**config.mk**
```make
export PLATFORM = sky130hd
export DESIGN_NAME = bus_master_port
export DESIGN_NICKNAME = d
export VERILOG_FILES = /design/src/rtl/bus_pkg.sv /design/src/rtl/line_beat_buffer.sv /design/src/rtl/bus_master_port.sv
export SDC_FILE = /design/constraint.sdc
export NUM_CORES = 1
export LEC_CHECK = 0
export BUFFER_PORTS_ARGS = -buffer_cell sky130_fd_sc_hd__buf_2
export CAP_MARGIN = 20
export CELL_PAD_IN_SITES_DETAIL_PLACEMENT = 0
export CELL_PAD_IN_SITES_GLOBAL_PLACEMENT = 1
export CORE_MARGIN = 10
export CORE_UTILIZATION = 40
export DETAILED_ROUTE_END_ITERATION = 8
export PLACE_DENSITY = 0.83
export SETUP_SLACK_MARGIN = 0.05
export SLEW_MARGIN = 10
export SYNTH_ARGS = -nofsm -noshare
export SYNTH_HDL_FRONTEND = slang
export SYNTH_SLANG_ARGS = --single-unit
```
**constraint.sdc**
```tcl
create_clock -name BUS_CLK -period 5 [get_ports BUS_CLK]
set_input_delay 0.5 -clock BUS_CLK [delete_from_list [all_inputs] [get_ports BUS_CLK]]
set_output_delay 0.5 -clock BUS_CLK [all_outputs]
set_load 0.01 [all_outputs]
```
**src/rtl/bus_pkg.sv**
```systemverilog
// bus_pkg: shared types and constants for the system-bus master port.
// Latency: n/a (types, constants and a constant function only).
// Backpressure: n/a.
package bus_pkg;

  // Transaction phases of the master port
  typedef enum logic [2:0] {
    ST_IDLE = 3'd0,
    ST_REQ  = 3'd1,
    ST_ADDR = 3'd2,
    ST_DATA = 3'd3,
    ST_DONE = 3'd4
  } state_t;

  // Width of the SIZE_OUT field (bytes per transfer)
  localparam int SIZE_W = 12;

  // Destination IDs on the system bus
  localparam logic [2:0] DEST_MEM  = 3'd0;
  localparam logic [2:0] DEST_IC   = 3'd1;
  localparam logic [2:0] DEST_DC   = 3'd2;
  localparam logic [2:0] DEST_DMA  = 3'd3;
  localparam logic [2:0] DEST_KBD  = 3'd4;
  localparam logic [2:0] DEST_INTR = 3'd5;

  // Transfer size in bytes for a line of line_w bits
  function automatic logic [SIZE_W-1:0] line_bytes(input int line_w);
    return SIZE_W'(line_w / 8);
  endfunction

endpackage

```
**src/rtl/line_beat_buffer.sv**
```systemverilog
// line_beat_buffer: line register split into BUS_W beats with a beat counter and last-beat flag.
// Latency: load/capture/advance take effect on the next clock; beat select and merged line are combinational.
// Backpressure: none of its own; the counter only moves when adv is asserted by the owner.
module line_beat_buffer #(
  parameter int LINE_W = 128,
  parameter int BUS_W  = 32
) (
  input  logic              clk,
  input  logic              rst_n,
  input  logic              load,
  input  logic [LINE_W-1:0] load_dat,
  input  logic              adv,
  input  logic              capture,
  input  logic [BUS_W-1:0]  beat_in,
  output logic [BUS_W-1:0]  beat_out,
  output logic [LINE_W-1:0] line_mrg,
  output logic              last_beat
);

  localparam int NB    = LINE_W / BUS_W;
  localparam int CNT_W = (NB > 1) ? $clog2(NB) : 1;

  logic [LINE_W-1:0] line_q;
  logic [CNT_W-1:0]  beat_q;

  // The exit happens on beat NB-1, so the counter never needs to wrap
  assign last_beat = (beat_q == CNT_W'(NB - 1));

  // Select the current beat, and form the line with the current beat replaced by beat_in
  always_comb begin
    beat_out = '0;
    line_mrg = line_q;
    for (int k = 0; k < NB; k++) begin
      if (beat_q == CNT_W'(k)) begin
        beat_out                  = line_q[k*BUS_W +: BUS_W];
        line_mrg[k*BUS_W +: BUS_W] = beat_in;
      end
    end
  end

  // Line register: parallel load of a client line, or capture of one read beat
  always_ff @(posedge clk or negedge rst_n) begin
    if (!rst_n) begin
      line_q <= '0;
    end else if (load) begin
      line_q <= load_dat;
    end else if (capture) begin
      line_q <= line_mrg;
    end
  end

  // Beat counter: cleared by a new line, advanced per acknowledged beat
  always_ff @(posedge clk or negedge rst_n) begin
    if (!rst_n) begin
      beat_q <= '0;
    end else if (load) begin
      beat_q <= '0;
    end else if (adv && !last_beat) begin
      beat_q <= beat_q + CNT_W'(1);
    end
  end

endmodule

```
**src/rtl/bus_master_port.sv**
```systemverilog
// bus_master_port: arbitrates via BR/BG and moves one client line to/from the bus as LINE_W/BUS_W beats.
// Latency: EN->BR 1 cycle; BG at g -> ADDR g+1, beat 0 at g+2, R/ACK_OUT at g+2+NB with zero-wait ACK_IN.
// Backpressure: each beat waits for ACK_IN; EN is taken only in IDLE. Watchdog macro: BUS_PORT_TIMEOUT_EN.
module bus_master_port
  import bus_pkg::*;
#(
  parameter int LINE_W      = 128,
  parameter int BUS_W       = 32,
  parameter int A_W         = 16,
  parameter int DEST_W      = 3,
  parameter int TIMEOUT_CYC = 64
) (
  input  logic              BUS_CLK,
  input  logic              RST,
  input  logic              EN,
  input  logic              WR,
  input  logic [A_W-1:0]    A,
  input  logic [DEST_W-1:0] DEST,
  input  logic [LINE_W-1:0] WRITE_DATA,
  output logic [LINE_W-1:0] READ_DATA,
  output logic              R,
  output logic              ERR,
  output logic              BR,
  input  logic              BG,
  output logic              ACK_OUT,
  input  logic              ACK_IN,
  output logic [A_W-1:0]    A_OUT,
  output logic [SIZE_W-1:0] SIZE_OUT,
  output logic              RW_OUT,
  output logic [DEST_W-1:0] DEST_OUT,
  output logic              AV_OUT,
  output logic [BUS_W-1:0]  D_OUT,
  output logic              D_OE,
  input  logic [BUS_W-1:0]  D_IN
);

  localparam logic [SIZE_W-1:0] LINE_SIZE = line_bytes(LINE_W);

  state_t             state_q;
  state_t             state_d;
  logic               wr_q;
  logic [A_W-1:0]     addr_q;
  logic [DEST_W-1:0]  dest_q;

  logic               buf_load;
  logic               buf_adv;
  logic               buf_capture;
  logic               last_beat;
  logic [BUS_W-1:0]   beat_out;
  logic [LINE_W-1:0]  line_mrg;

  logic               abort;
  logic               wd_expire;

  line_beat_buffer #(
    .LINE_W (LINE_W),
    .BUS_W  (BUS_W)
  ) u_buf (
    .clk       (BUS_CLK),
    .rst_n     (RST),
    .load      (buf_load),
    .load_dat  (WRITE_DATA),
    .adv       (buf_adv),
    .capture   (buf_capture),
    .beat_in   (D_IN),
    .beat_out  (beat_out),
    .line_mrg  (line_mrg),
    .last_beat (last_beat)
  );

`ifdef BUS_PORT_TIMEOUT_EN
  localparam int WD_W = $clog2(TIMEOUT_CYC + 1);

  logic [WD_W-1:0] wd_q;
  logic            wd_run;

  // Counts REQ and DATA cycles; any ACK_IN restarts it
  assign wd_run    = (state_q == ST_REQ) || (state_q == ST_DATA);
  assign wd_expire = wd_run && !((state_q == ST_DATA) && ACK_IN) &&
                     (wd_q == WD_W'(TIMEOUT_CYC - 1));

  // Watchdog: cleared on entry to REQ and on each beat acknowledge, frozen elsewhere
  always_ff @(posedge BUS_CLK or negedge RST) begin
    if (!RST) begin
      wd_q <= '0;
    end else if ((state_q == ST_IDLE) && EN) begin
      wd_q <= '0;
    end else if ((state_q == ST_DATA) && ACK_IN) begin
      wd_q <= '0;
    end else if (wd_run) begin
      wd_q <= wd_q + WD_W'(1);
    end
  end
`else
  // No watchdog: the port waits for BG and ACK_IN indefinitely (TIMEOUT_CYC is never negative)
  assign wd_expire = (TIMEOUT_CYC < 0);
`endif

  // Beat data is driven straight from the buffer while writing
  assign D_OE  = (state_q == ST_DATA) && wr_q;
  assign D_OUT = D_OE ? beat_out : '0;

  // State register
  always_ff @(posedge BUS_CLK or negedge RST) begin
    if (!RST) begin
      state_q <= ST_IDLE;
    end else begin
      state_q <= state_d;
    end
  end

  // Next state and buffer controls
  always_comb begin
    state_d     = state_q;
    buf_load    = 1'b0;
    buf_adv     = 1'b0;
    buf_capture = 1'b0;
    abort       = 1'b0;
    case (state_q)
      ST_IDLE: begin
        if (EN) begin
          buf_load = 1'b1;
          state_d  = ST_REQ;
        end
      end
      ST_REQ: begin
        if (BG) begin
          state_d = ST_ADDR;
        end else if (wd_expire) begin
          abort   = 1'b1;
          state_d = ST_DONE;
        end
      end
      ST_ADDR: begin
        state_d = ST_DATA;
      end
      ST_DATA: begin
        if (ACK_IN) begin
          buf_adv     = 1'b1;
          buf_capture = !wr_q;
          if (last_beat) begin
            state_d = ST_DONE;
          end
        end else if (wd_expire) begin
          abort   = 1'b1;
          state_d = ST_DONE;
        end
      end
      ST_DONE: begin
        state_d = ST_IDLE;
      end
      default: begin
        state_d = ST_IDLE;
      end
    endcase
  end

  // Request attributes held for the whole transaction
  always_ff @(posedge BUS_CLK or negedge RST) begin
    if (!RST) begin
      wr_q   <= 1'b0;
      addr_q <= '0;
      dest_q <= '0;
    end else if (buf_load) begin
      wr_q   <= WR;
      addr_q <= A;
      dest_q <= DEST;
    end
  end

  // Registered bus/client outputs, decoded from the state being entered
  always_ff @(posedge BUS_CLK or negedge RST) begin
    if (!RST) begin
      BR        <= 1'b0;
      AV_OUT    <= 1'b0;
      A_OUT     <= '0;
      SIZE_OUT  <= '0;
      RW_OUT    <= 1'b0;
      DEST_OUT  <= '0;
      R         <= 1'b0;
      ERR       <= 1'b0;
      ACK_OUT   <= 1'b0;
      READ_DATA <= '0;
    end else begin
      BR       <= (state_d == ST_REQ) || (state_d == ST_ADDR) || (state_d == ST_DATA);
      AV_OUT   <= (state_d == ST_ADDR);
      A_OUT    <= (state_d == ST_ADDR) ? addr_q : '0;
      SIZE_OUT <= (state_d == ST_ADDR) ? LINE_SIZE : '0;
      RW_OUT   <= (state_d == ST_ADDR) && wr_q;
      DEST_OUT <= (state_d == ST_ADDR) ? dest_q : '0;
      R        <= (state_d == ST_DONE);
      ERR      <= (state_d == ST_DONE) && abort;
      // A timeout in REQ never owned the bus, so there is nothing to release
      ACK_OUT  <= (state_d == ST_DONE) && (!abort || (state_q == ST_DATA));
      // line_mrg already carries the final beat arriving on this edge
      if ((state_d == ST_DONE) && !abort && !wr_q) begin
        READ_DATA <= line_mrg;
      end
    end
  end

endmodule

```
==> results of run 1 <==
==> worst max path at each step <==
| stage | start | endpoint | slack (ns) | cells after the start |
|---|---|---|---|---|
| 3_3_place_gp | u_buf.beat_q[1]$_DFFE_PN0P_ | D_OUT[18] | 1.82 | 6 |
| 6_report | u_buf.beat_q[0]$_DFFE_PN0P_ | D_OUT[15] | 1.20 | 6 |
| 4_1_cts | u_buf.beat_q[1]$_DFFE_PN0P_ | D_OUT[15] | 1.20 | 6 |
| 3_5_place_dp | u_buf.beat_q[0]$_DFFE_PN0P_ | D_OUT[16] | 1.80 | 6 |
| 2_1_floorplan | u_buf.beat_q[0]$_DFFE_PN0P_ | D_OUT[13] | 2.72 | 7 |
| 5_1_grt | u_buf.beat_q[0]$_DFFE_PN0P_ | D_OUT[15] | 1.08 | 6 |
==> critical path, stage by stage, from the launching register on <==
cell and delay [ns]:
dfrtp_1 0.45, inv_1 0.15, ha_2 0.50, nor2b_4 1.02, a221o_1 0.30, a32o_1 0.18, buf_2 0.14
==> synth_stat cells <==
cell type	count	share of area
mux2_2	185	0.14
nand3b_1	1	0.00051
buf_6	10	0.0076
a31oi_1	1	0.00042
a21oi_1	2	0.00067
o21ai_0	1	0.00034
or4b_1	1	0.00067
o221a_2	125	0.095
dfrtp_1	304	0.51
o221a_1	1	0.00076
a21o_1	2	0.0010
nor2_1	3	0.00076
ha_1	4	0.0034
nor2b_1	3	0.0013
buf_1	7	0.0018
o21a_1	2	0.0010
and2_1	22	0.0093
buf_2	22	0.0074
buf_4	15	0.0076
and3b_1	3	0.0018
nand2b_1	96	0.040
mux2_4	40	0.040
nor3b_1	2	0.0010
clkbuf_1	70	0.018
a311oi_1	1	0.00059
conb_1	1	0.00025
a211o_1	62	0.037
nor3_1	1	0.00034
a211oi_1	4	0.0020
o31a_1	1	0.00059
inv_1	2	0.00051
nor4b_4	1	0.0016
a32o_1	32	0.022
and2_4	1	0.00059
nand2_1	67	0.017
a221o_1	31	0.021
and3_1	3	0.0013
mux2i_1	1	0.00067
and4b_1	2	0.0013
==> stage by stage <==
| stage | area, sq um | worst slack (ns) | hold WS, ns | total power [mW] |
|---|---|---|---|---|
| global placement | 16900 | 1.82 | 0.449 | 9.75 |
| floorplan | 14900 | 2.72 | 0.204 | 7.98 |
| CTS | 18000 | 1.20 | 0.128 | 12.5 |
| global route | 18100 | 1.08 | 0.150 | 13.1 |
| finish | 18100 | 1.20 | 0.161 | 12.4 |
| detailed placement | 16900 | 1.80 | 0.454 | 9.91 |
==> kinds of logic (layout without fill, tap and decap cells) <==
kind of cell | after synthesis | count (layout)
muxes | 226 | 226
DFF | 304 | 304
buffers and inverters | 126 | 446
other | 1 | 17
adders and majority gates | 4 | 4
and+or+nand+nor | 206 | 206
AOI/OAI and AO/OA | 265 | 265
==> flip-flops by register name, indices dropped and copies added, names as in the netlist, 2 cells and up <==
name and flops:
DEST_OUT 3, addr_q 16, u_buf.line_q 128, dest_q 3
state_q 3, READ_DATA 128, u_buf.beat_q 2, A_OUT 16
==> power by group through the flow <==
stage / sequential [mW] / clock (mW) / combinational (mW)
floorplan: 4.48 / 0 / 3.49
global placement: 4.44 / 0 / 5.32
detailed placement: 4.46 / 0 / 5.44
CTS: 4.44 / 2.60 / 5.46
global route: 4.59 / 2.69 / 5.83
finish: 4.47 / 2.55 / 5.40
==> repair_timing <==
| action | 4_1_cts | 5_1_grt |
|---|---|---|
| resized for setup | 0 | 0 |
| setup buffers | 0 | 0 |
| hold buffers | 1 | 0 |
| hold endpoints to repair | 9 | 0 |
==> routing by layer <==
layer / global-route usage / routed length [microns]
met4: 0.0615 / 899
met5: 0 / 61
met3: 0.0532 / 3670
met1: 0.276 / 21000
met2: 0.345 / 23800
==> cell type report <==
cell class,instances,area (sq um)
fill,3292,18600
sequential,304,7610
multi-input combinational,713,6710
timing repair buffer,386,2020
clock buffer,50,1010
tap,468,586
clock inverter,8,97.6
antenna,5,12.5
inverter,2,7.51
==> results by group, run 1 <==
Critical path
  • Critical Path Fanout Max: 31
  • Worst Setup End Kind: output port
  • CP Class: flop to output port
  • Startpoint Class: flop
  • CP Data Required Time: 4.50 ns
  • CP arrival: 3.30 ns
  • Worst flop-to-flop path endpoint: u_buf.line_q[10]$_DFFE_PN0P_
  • R2R cell count: 6
  • R2R Path Start: u_buf.beat_q[0]$_DFFE_PN0P_
  • R2R setup slack: 1.97 ns

Drt
  • Antenna Nets Post-Route: 0
  • WL final: 49500 microns
  • Number of detailed-route iterations in the first pass: 5
  • 1st-iter DRT viols: 772
  • Residual DRC count: 0
  • Wirelength per Cell: 25.5 microns
  • Routed via count: 11.3k
  • Drt via density: 5.86

Floorplan
  • Die area: 0.0452 sq mm
  • Die Span X: 213 microns
  • Initial Utilization: 0.405
  • FP Rows: 70
  • Die height: 213 microns
  • Io pins: 383
  • Core box area: 0.0366 sq mm

Clock network
  • H-tree levels: 2
  • Clock sink count: 304
  • Clk_lat worst skew: 0.53 ns
  • CTS tree: yes
  • Clock buffer depth: 3
  • Clock-pin slew on the worst setup and hold paths: 0.06 ns
  • CTS root buffer: clkbuf_16
  • CTS buffer count: 35

Power and ir drop
  • Combinational power share: 0.435
  • Pwr per Cell Area: 688 mW/mm^2
  • Maximum vdd drop: 0.000329 V
  • P_sw: 4.40 mW
  • Lkg Pwr: 8.15 nW
  • Sequential power share: 0.360
  • Internal cell power: 8.02 mW
  • Clock share of power: 0.205
  • Switching Fraction: 0.354

Global routing
  • Remaining global-route overflow: 0
  • First-pass GRT wire length: 75100 microns
  • Largest net degree at the start of global routing: 142
  • Initial antenna violation count: 10
  • Global Route Usage Sum: 0.213
  • Vias in the first global route: 12.0k

Logic synthesis
  • Post-synth cell types: 39
  • Syn avg cell area: 13.1 sq um
  • Synth Area in Simple Gates: 0.0779
  • Fraction of the mapped netlist area in adder cells: 0.00337
  • Multiplexer area fraction after synthesis: 0.182
  • Yosys warns: 0
  • Cells after Synth: 1132
  • Post-Syn Area: 0.0148 sq mm
  • Largest family of logic cells by synthesized area: multiplexers
  • Synth Area in Compound Gates: 0.181
  • Post-synthesis register bit count: 304
  • Register area share after synthesis: 0.513
  • Post-Synth XOR/XNOR Area: 0

Placement
  • Routability cong.: 0.787
  • Cells after DPL: 1871
  • Input/output buffers: 370
  • Dpl hpwl: 31500 microns

Hold path
  • Hold path startpoint: A[8]
  • Worst Hold Path EP: addr_q[8]$_DFFE_PN0P_
  • WHS Path Cells: 3
  • Hold crit path type: primary input to flop

Final layout
  • Final Core Density: 0.493
  • Commonest non-fill, non-tap cell in the layout: buf_2
  • Layout cell share with drive strength beyond 1: 0.548
  • Most frequent cells in the layout: buf_2, dfrtp_1, mux2_2, o221a_2, nand2b_1
  • Finished Layout Cells: 1936
  • Area Growth Syn to Fin: 21.7%
  • Net total in the final layout: 1631

Job
  • Max Cap Viol: 0

Timing
  • Period utilization: 0.759
  • Rel. slew slack: 0.231
  • Final TNS setup: 0 ns
  • Slew Viols, Final: 0
  • Worst Skew: 0.0129 ns
  • Fmax: 263 MHz
  • Final min period: 3.80 ns
  • Final setup violating endpoints: 0
  • Unrepaired setup endpoints after global routing: false
  • Worst-Margin Slew: 1.15 ns
  • Fin. Hold Viols: 0

Status
  • Status: completed
Power figures use the tool's default switching activity.
==> run 2, diff against run 1 <==
--- a/config.mk
+++ b/config.mk
@@ -5,14 +5,15 @@
 export SDC_FILE = /design/constraint.sdc
 export NUM_CORES = 1
 export LEC_CHECK = 0
+export ABC_AREA = 1
 export BUFFER_PORTS_ARGS = -buffer_cell sky130_fd_sc_hd__buf_2
 export CAP_MARGIN = 20
 export CELL_PAD_IN_SITES_DETAIL_PLACEMENT = 0
 export CELL_PAD_IN_SITES_GLOBAL_PLACEMENT = 1
 export CORE_MARGIN = 10
-export CORE_UTILIZATION = 40
+export CORE_UTILIZATION = 38
 export DETAILED_ROUTE_END_ITERATION = 8
-export PLACE_DENSITY = 0.83
+export PLACE_DENSITY = 0.87
 export SETUP_SLACK_MARGIN = 0.05
 export SLEW_MARGIN = 10
 export SYNTH_ARGS = -nofsm -noshare
==> constraint.sdc (replaced) <==
create_clock -name BUS_CLK -period 3.5 [get_ports BUS_CLK]
set_input_delay 0.35 -clock BUS_CLK [delete_from_list [all_inputs] [get_ports BUS_CLK]]
set_output_delay 0.35 -clock BUS_CLK [all_outputs]
set_load 0.01 [all_outputs]
==> run 2 against run 1 <==
Net effect: die area rose by 16%; combinational power rose by 58%; non-clock buffer count rose by 15; final area rose by 10%; total power rose by 44%; sequential share of layout area fell by 3.9 points; worst hold slack got worse by 0.11 ns; first-iteration DRC count rose to 2.5 times the previous value; largest power group unchanged.
==> results by group, run 2 <==
Drt
  • Antenna Nets Post-Route: 0 (unchanged)
  • Wirelength per Cell: 21.6 microns (was 25.5 microns)
  • WL final: 71300 microns (was 49500 microns)
  • 1st-iter DRT viols: 1959 (was 772)
  • Number of detailed-route iterations in the first pass: 6 (was 5)
  • Drt via density: 5.28 (was 5.86)
  • Residual DRC count: 0 (unchanged)
  • Routed via count: 17.4k (was 11.3k)

Logic synthesis
  • Most common cell in the netlist: nand2_1 (was dfrtp_1)
  • Cells after Synth: 2428 (was 1132)
  • Yosys warns: 0 (unchanged)
  • Register area share after synthesis: 0.458 (was 0.513)
  • Post-synth cell types: 19 (was 39)
  • Largest area contributor in the netlist: dfrtp_1 (unchanged)
  • Async SR Flop Fraction: 1.00 (unchanged)
  • Syn avg cell area: 6.84 sq um (was 13.1 sq um)
  • EDFF count, synth: 0 (unchanged)
  • Synth area leaders: dfrtp_1, nand2_1, nand3_1 (was dfrtp_1, mux2_2, o221a_2)
  • Post-Syn Area: 0.0166 sq mm (was 0.0148 sq mm)
  • Post-synth top area share: 0.458 (was 0.513)
  • Post-synthesis register bit count: 304 (unchanged)
  • Post-synth top cells: nand2_1, nand3_1, dfrtp_1 (was dfrtp_1, mux2_2, o221a_2)
  • Ys flop type: dfrtp_1 (unchanged)

Clock network
  • CTS root buffer: clkbuf_16 (unchanged)
  • Clock buffer depth: 3 (unchanged)
  • Clock-pin slew on the worst setup and hold paths: 0.05 ns (was 0.06 ns)
  • Cts repair resizes: 0 (unchanged)
  • CTS tree: yes (unchanged)
  • Clk_lat worst skew: 0.55 ns (was 0.53 ns)
  • Clock sink count: 304 (unchanged)
  • CTS buffer count: 37 (was 35)
  • H-tree levels: 2 (unchanged)
  • Post-CTS setup buffer count: 0 (unchanged)

Global routing
  • First-pass GRT wire length: 108000 microns (was 75100 microns)
  • Initial antenna violation count: 29 (was 10)
  • Largest net degree at the start of global routing: 146 (was 142)
  • Remaining global-route overflow: 0 (unchanged)
  • Global Route Usage Sum: 0.263 (was 0.213)
  • Vias in the first global route: 17.0k (was 12.0k)

Placement
  • Setup WS pre-CTS: 0.995 ns (was 1.80 ns)
  • Input/output buffers: 370 (unchanged)
  • Cells after DPL: 3220 (was 1871)
  • Dpl hpwl: 49300 microns (was 31500 microns)
  • Routability cong.: 0.904 (was 0.787)

Job
  • Max Cap Viol: 0 (unchanged)

Critical path
  • Critical Path Sink: D_OUT[18] (was D_OUT[15])
  • CP Launch Point: u_buf.beat_q[0]$_DFFE_PN0P_ (unchanged)
  • CP arrival: 2.76 ns (was 3.30 ns)
  • CP peak stage delay: 0.43 ns (was 1.02 ns)
  • Total stage count of the critical path: 8 (was 6)
  • R2R setup slack: 1.04 ns (was 1.97 ns)
  • Startpoint Class: flop (unchanged)
  • Critical Path Fanout Max: 25 (was 31)
  • R2R Path Start: state_q[1]$_DFF_PN0_ (was u_buf.beat_q[0]$_DFFE_PN0P_)
  • R2R cell count: 7 (was 6)
  • Buffers & Inverters on Critical Path: 3 (was 2)
  • CP max stage cell: ha_2 (was nor2b_4)
  • CP Data Required Time: 3.15 ns (was 4.50 ns)
  • Worst flop-to-flop path endpoint: u_buf.line_q[45]$_DFFE_PN0P_ (was u_buf.line_q[10]$_DFFE_PN0P_)
  • Crit-path leading delay family: buffers and inverters (was simple AND/OR/NAND/NOR gates)
  • Worst path cell trace: inv_1 > ha_2 > buf_4 > nand2_1 > nand2_1 > nand3_1 > a21oi_1 > buf_2 (was inv_1 > ha_2 > nor2b_4 > a221o_1 > a32o_1 > buf_2)
  • Worst Setup End Kind: output port (unchanged)
  • CP Class: flop to output port (unchanged)
  • CP most frequent cell: nand2_1

Timing
  • Fmax: 322 MHz
  • Period utilization: 0.888
  • Worst-Margin Slew: 0.907 ns (was 1.15 ns)
  • Final setup violating endpoints: 0 (unchanged)
  • Rel. slew slack: 0.395 (was 0.231)
  • Final TNS setup: 0 ns (unchanged)
  • Final min period: 3.11 ns
  • Unrepaired setup endpoints after global routing: false (unchanged)
  • Worst Skew: 0.0147 ns (was 0.0129 ns)
  • Slew Viols, Final: 0 (unchanged)
  • Fin. Hold Viols: 0 (unchanged)
  • Final Worst Setup Slack: 0.390 ns (was 1.20 ns)

Floorplan
  • Io pins: 383 (unchanged)
  • Initial Utilization: 0.385 (was 0.405)
  • FP Rows: 76 (was 70)
  • Die Span X: 229 microns (was 213 microns)
  • Die height: 229 microns (was 213 microns)
  • Die area: 0.0525 sq mm (was 0.0452 sq mm)
  • Core box area: 0.0432 sq mm (was 0.0366 sq mm)

Hold path
  • WHS Path Cells: 3 (unchanged)
  • Hold crit path type: primary input to flop (unchanged)

Status
  • Status: completed (unchanged)

Power and ir drop
  • Lkg Pwr: 11.7 nW (was 8.15 nW)
  • Maximum vdd drop: 0.000521 V (was 0.000329 V)
  • Pwr per Cell Area: 897 mW/mm^2 (was 688 mW/mm^2)

Final layout
  • Area Growth Syn to Fin: 19.9% (was 21.7%)
  • Layout cell share with drive strength beyond 1: 0.175 (was 0.548)
  • Most frequent cells in the layout: nand2_1, nand3_1, buf_2, dfrtp_1, a21oi_1 (was buf_2, dfrtp_1, mux2_2, o221a_2, nand2b_1)
  • Net total in the final layout: 2864 (was 1631)
  • Regs by FF count: READ_DATA (128), u_buf.line_q (128) (unchanged)
  • Commonest non-fill, non-tap cell in the layout: nand2_1 (was buf_2)
  • Finished Layout Cells: 3292 (was 1936)
  • Final Core Density: 0.461 (was 0.493)
run 2: cell count changes after synthesis, sizes merged, moves of 32 or more:
cell | previous run | this run
a211o | 62 | 0
a21oi | 2 | 84
a32o | 32 | 0
buf | 54 | 147
inv | 2 | 64
mux2 | 225 | 0
nand2 | 67 | 1260
nand2b | 96 | 0
nand3 | 0 | 421
nor2 | 3 | 48
o211ai | 0 | 34
o221a | 126 | 0
run 2: through the flow:
stage               hold WS (ns)  power (mW)  cell area [sq um]
finish                    0.0508        17.9              19900
global route              0.0579        19.2              19900
CTS                       0.0243        17.9              19900
detailed placement         0.453        14.1              18700
global placement           0.448        14.0              18700
floorplan                 0.0544        10.9              16600
run 2: area by class of cell:
cell class | instances | area, sq um
clock buffer | 52 | 1090
fill | 4552 | 23300
antenna | 12 | 30.0
sequential | 304 | 7610
clock inverter | 7 | 60.1
multi-input combinational | 1866 | 7880
timing repair buffer | 401 | 2260
tap | 585 | 732
inverter | 65 | 246
run 2: worst min path at each step:
stage                                         start                        end
after floorplan                                 RST          ACK_OUT$_DFF_PN0_
after global placement    READ_DATA[49]$_DFFE_PN0P_  READ_DATA[49]$_DFFE_PN0P_
after detailed placement  READ_DATA[73]$_DFFE_PN0P_  READ_DATA[73]$_DFFE_PN0P_
after CTS                                   DEST[0]      dest_q[0]$_DFFE_PN0P_
after global routing                        DEST[1]      dest_q[1]$_DFFE_PN0P_
final                                       DEST[1]      dest_q[1]$_DFFE_PN0P_
run 2: worst min-delay path, stage by stage:
cell and delay (ns):
buf_2 0.08, nor2_1 0.03, a21oi_1 0.10
run 2: cells by family (layout without fill, tap and decap cells):
family,Yosys count,in the layout,share of synthesized area
buffers and inverters,269,525,0.0736
other,1,24,0.000226
adder cells (fa/ha/maj),4,4,0.00301
AND/OR/NAND/NOR,1732,1732,0.424
AO/OA/AOI/OAI,118,118,0.0407
flip-flops,304,304,0.458
run 2: repair_timing:
action,CTS,global route
endpoints found under the setup margin,0,0
hold buffers,1,0
endpoints found under the hold margin,96,0
run 2: power breakdown:
group          switching, mW  total, mW  internal (mW)
logic                   5.94       8.51           2.57
registers              0.848       5.58           4.74
clock network           1.54       3.77           2.22
run 2: per-layer routing:
layer / share of wire / GRT usage / routed length (microns) / vias up
met1: 0.42 / 0.342 / 29600 / 8269
met4: 0.037 / 0.106 / 2640 / 28
met3: 0.098 / 0.0799 / 6990 / 164
met5: 0.0024 / 0 / 169 / -
met2: 0.45 / 0.402 / 31900 / 778
li1: - / - / - / 8155
==> run 3, diff against run 2 <==
--- a/config.mk
+++ b/config.mk
@@ -5,15 +5,14 @@
 export SDC_FILE = /design/constraint.sdc
 export NUM_CORES = 1
 export LEC_CHECK = 0
-export ABC_AREA = 1
 export BUFFER_PORTS_ARGS = -buffer_cell sky130_fd_sc_hd__buf_2
 export CAP_MARGIN = 20
 export CELL_PAD_IN_SITES_DETAIL_PLACEMENT = 0
 export CELL_PAD_IN_SITES_GLOBAL_PLACEMENT = 1
 export CORE_MARGIN = 10
-export CORE_UTILIZATION = 38
+export CORE_UTILIZATION = 40
 export DETAILED_ROUTE_END_ITERATION = 8
-export PLACE_DENSITY = 0.87
+export PLACE_DENSITY = 0.83
 export SETUP_SLACK_MARGIN = 0.05
 export SLEW_MARGIN = 10
 export SYNTH_ARGS = -nofsm -noshare
==> run 3 against run 2 <==
Net effect: register-to-register slack worse by 0.18 ns; sequential share of layout area is 3.5 points higher; combinational power is 8.7% lower; worst setup slack worse by 0.18 ns; largest power group unchanged; first-iteration DRC count is 57% lower; wire length is 30% lower; critical path type unchanged; core utilization is 3.7 points higher; sequential cell count stayed put.
==> results by group, run 3 (synthesized netlist as in run 1, its figures left out) <==
Status
  • Status: completed (unchanged)

Final layout
  • Finished Layout Cells: 1954 (was 3292)
  • Layout cell share with drive strength beyond 1: 0.551 (was 0.175)
  • Regs by FF count: READ_DATA (128), u_buf.line_q (128) (unchanged)
  • Area Growth Syn to Fin: 23.0% (was 19.9%)
  • Net total in the final layout: 1649 (was 2864)
  • Non-Filler Cell Area, Final: 0.0183 sq mm (was 0.0199 sq mm)
  • Commonest non-fill, non-tap cell in the layout: buf_2 (was nand2_1)
  • Most frequent cells in the layout: buf_2, dfrtp_1, mux2_2, o221a_2, nand2b_1 (was nand2_1, nand3_1, buf_2, dfrtp_1, a21oi_1)

Placement
  • Input/output buffers: 370 (unchanged)
  • Cells after DPL: 1883 (was 3220)
  • Placed cell area: 0.0170 sq mm (was 0.0187 sq mm)
  • Routability cong.: 0.785 (was 0.904)
  • Dpl hpwl: 32500 microns (was 49300 microns)

Critical path
  • Worst Setup End Kind: output port (unchanged)
  • CP Class: flop to output port (unchanged)
  • Startpoint Class: flop (unchanged)
  • Critical Path Fanout Max: 31 (was 25)
  • CP arrival: 2.94 ns (was 2.76 ns)
  • CP Data Required Time: 3.15 ns (about the same)

Clock network
  • Cts repair resizes: 0 (unchanged)
  • H-tree levels: 2 (unchanged)
  • Clk_lat worst skew: 0.54 ns (was 0.55 ns)
  • CTS tree: yes (unchanged)
  • Clock sink count: 304 (unchanged)
  • Clock buffer depth: 3 (unchanged)
  • CTS buffer count: 36 (was 37)
  • Clock-pin slew on the worst setup and hold paths: 0.06 ns (was 0.05 ns)
  • Post-CTS setup buffer count: 0 (unchanged)
  • CTS root buffer: clkbuf_16 (unchanged)

Timing
  • Slew Viols, Final: 0 (unchanged)
  • Final setup violating endpoints: 0 (unchanged)
  • Period utilization: 0.941 (was 0.888)
  • Final TNS setup: 0 ns (unchanged)
  • Rel. slew slack: 0.255 (was 0.395)
  • Fin. Hold Viols: 0 (unchanged)
  • Worst-Margin Slew: 1.11 ns (was 0.907 ns)
  • Worst Skew: 0.0141 ns (was 0.0147 ns)
  • Final min period: 3.29 ns (was 3.11 ns)
  • Fmax: 304 MHz (was 322 MHz)
  • Unrepaired setup endpoints after global routing: false (unchanged)

Power and ir drop
  • Pwr per Cell Area: 978 mW/mm^2 (was 897 mW/mm^2)
  • Maximum vdd drop: 0.000503 V (was 0.000521 V)
  • Lkg Pwr: 8.26 nW (was 11.7 nW)

Drt
  • 1st-iter DRT viols: 850 (was 1959)
  • Antenna Nets Post-Route: 0 (unchanged)
  • WL final: 50000 microns (was 71300 microns)
  • Routed via count: 11.5k (was 17.4k)
  • Number of detailed-route iterations in the first pass: 6 (unchanged)
  • Drt via density: 5.87 (was 5.28)
  • Residual DRC count: 0 (unchanged)
  • Wirelength per Cell: 25.6 microns (was 21.6 microns)

Global routing
  • Global Route Usage Sum: 0.218 (was 0.263)
  • Largest net degree at the start of global routing: 98 (was 146)
  • Remaining global-route overflow: 0 (unchanged)
  • Initial antenna violation count: 6 (was 29)
  • Vias in the first global route: 12.3k (was 17.0k)
  • First-pass GRT wire length: 76400 microns (was 108000 microns)

Floorplan
  • Io pins: 383 (unchanged)
  • Initial Utilization: 0.405 (was 0.385)
  • Die height: 213 microns (was 229 microns)
  • FP Rows: 70 (was 76)
  • Die Span X: 213 microns (was 229 microns)
  • Core box area: 0.0366 sq mm (was 0.0432 sq mm)
  • Die area: 0.0452 sq mm (was 0.0525 sq mm)

Hold path
  • Hold crit path type: primary input to flop (unchanged)

Job
  • Max Cap Viol: 0 (unchanged)
-- run 3: report_power, final --
part,internal (mW),switching (mW)
Combinational,4.12,3.65
Sequential,5.19,1.19
Clock,2.20,1.49
-- run 3: final cells by class --
type / count / area [sq um]
Fill cell: 3302 / 18400
Tap cell: 468 / 586
Antenna cell: 5 / 12.5
Sequential cell: 304 / 7610
Inverter: 2 / 7.51
Multi-Input combinational cell: 713 / 6710
Timing Repair Buffer: 403 / 2190
Clock inverter: 8 / 96.3
Clock buffer: 51 / 1040
-- run 3: repair_timing --
item,in CTS,in global routing
setup endpoints to repair,0,0
endpoints found under the hold margin,95,0
hold buffers,6,0
-- run 3: worst paths after layout --
check                                                  from                       endpoint  slack, ns  cells after the start
worst max-delay path            u_buf.beat_q[1]$_DFFE_PN0P_                       D_OUT[7]       0.21                      6
worst min-delay path                                   A[0]          addr_q[0]$_DFFE_PN0P_       0.03                      3
worst max register to register  u_buf.beat_q[0]$_DFFE_PN0P_    u_buf.line_q[8]$_DFFE_PN0P_       0.86                      5
worst min register to register       addr_q[13]$_DFFE_PN0P_         addr_q[13]$_DFFE_PN0P_       0.47                      2
max in group asynchronous                               RST  u_buf.line_q[113]$_DFFE_PN0P_       1.94                      3
min in group asynchronous                               RST          DEST_OUT[1]$_DFF_PN0_       0.45                      2
-- run 3: worst max-delay path, cell delays in order (launching register included) --
cell     delay, ns
dfrtp_1       0.41
inv_1         0.12
ha_4          0.33
nor2b_4       0.92
a221o_1       0.29
a32o_1        0.19
buf_2         0.15
-- run 3: through the flow --
stage | utilization | power [mW] | setup WS (ns) | hold WS, ns
floorplan | - | 11.4 | 1.37 | 0.0544
global placement | 0.465 | 14.0 | 0.858 | 0.448
detailed placement | 0.465 | 14.2 | 0.843 | 0.458
CTS | 0.497 | 17.9 | 0.239 | 0.000343
global route | 0.498 | 18.8 | 0.0989 | 0.0271
finish | 0.498 | 17.8 | 0.206 | 0.0271
-- run 3: per-layer routing --
| metal | global-route usage | share of wire |
|---|---|---|
| met1 | 0.282 | 0.42 |
| met2 | 0.348 | 0.47 |
| met3 | 0.0546 | 0.077 |
| met4 | 0.0756 | 0.024 |
| met5 | 0 | 0.00038 |
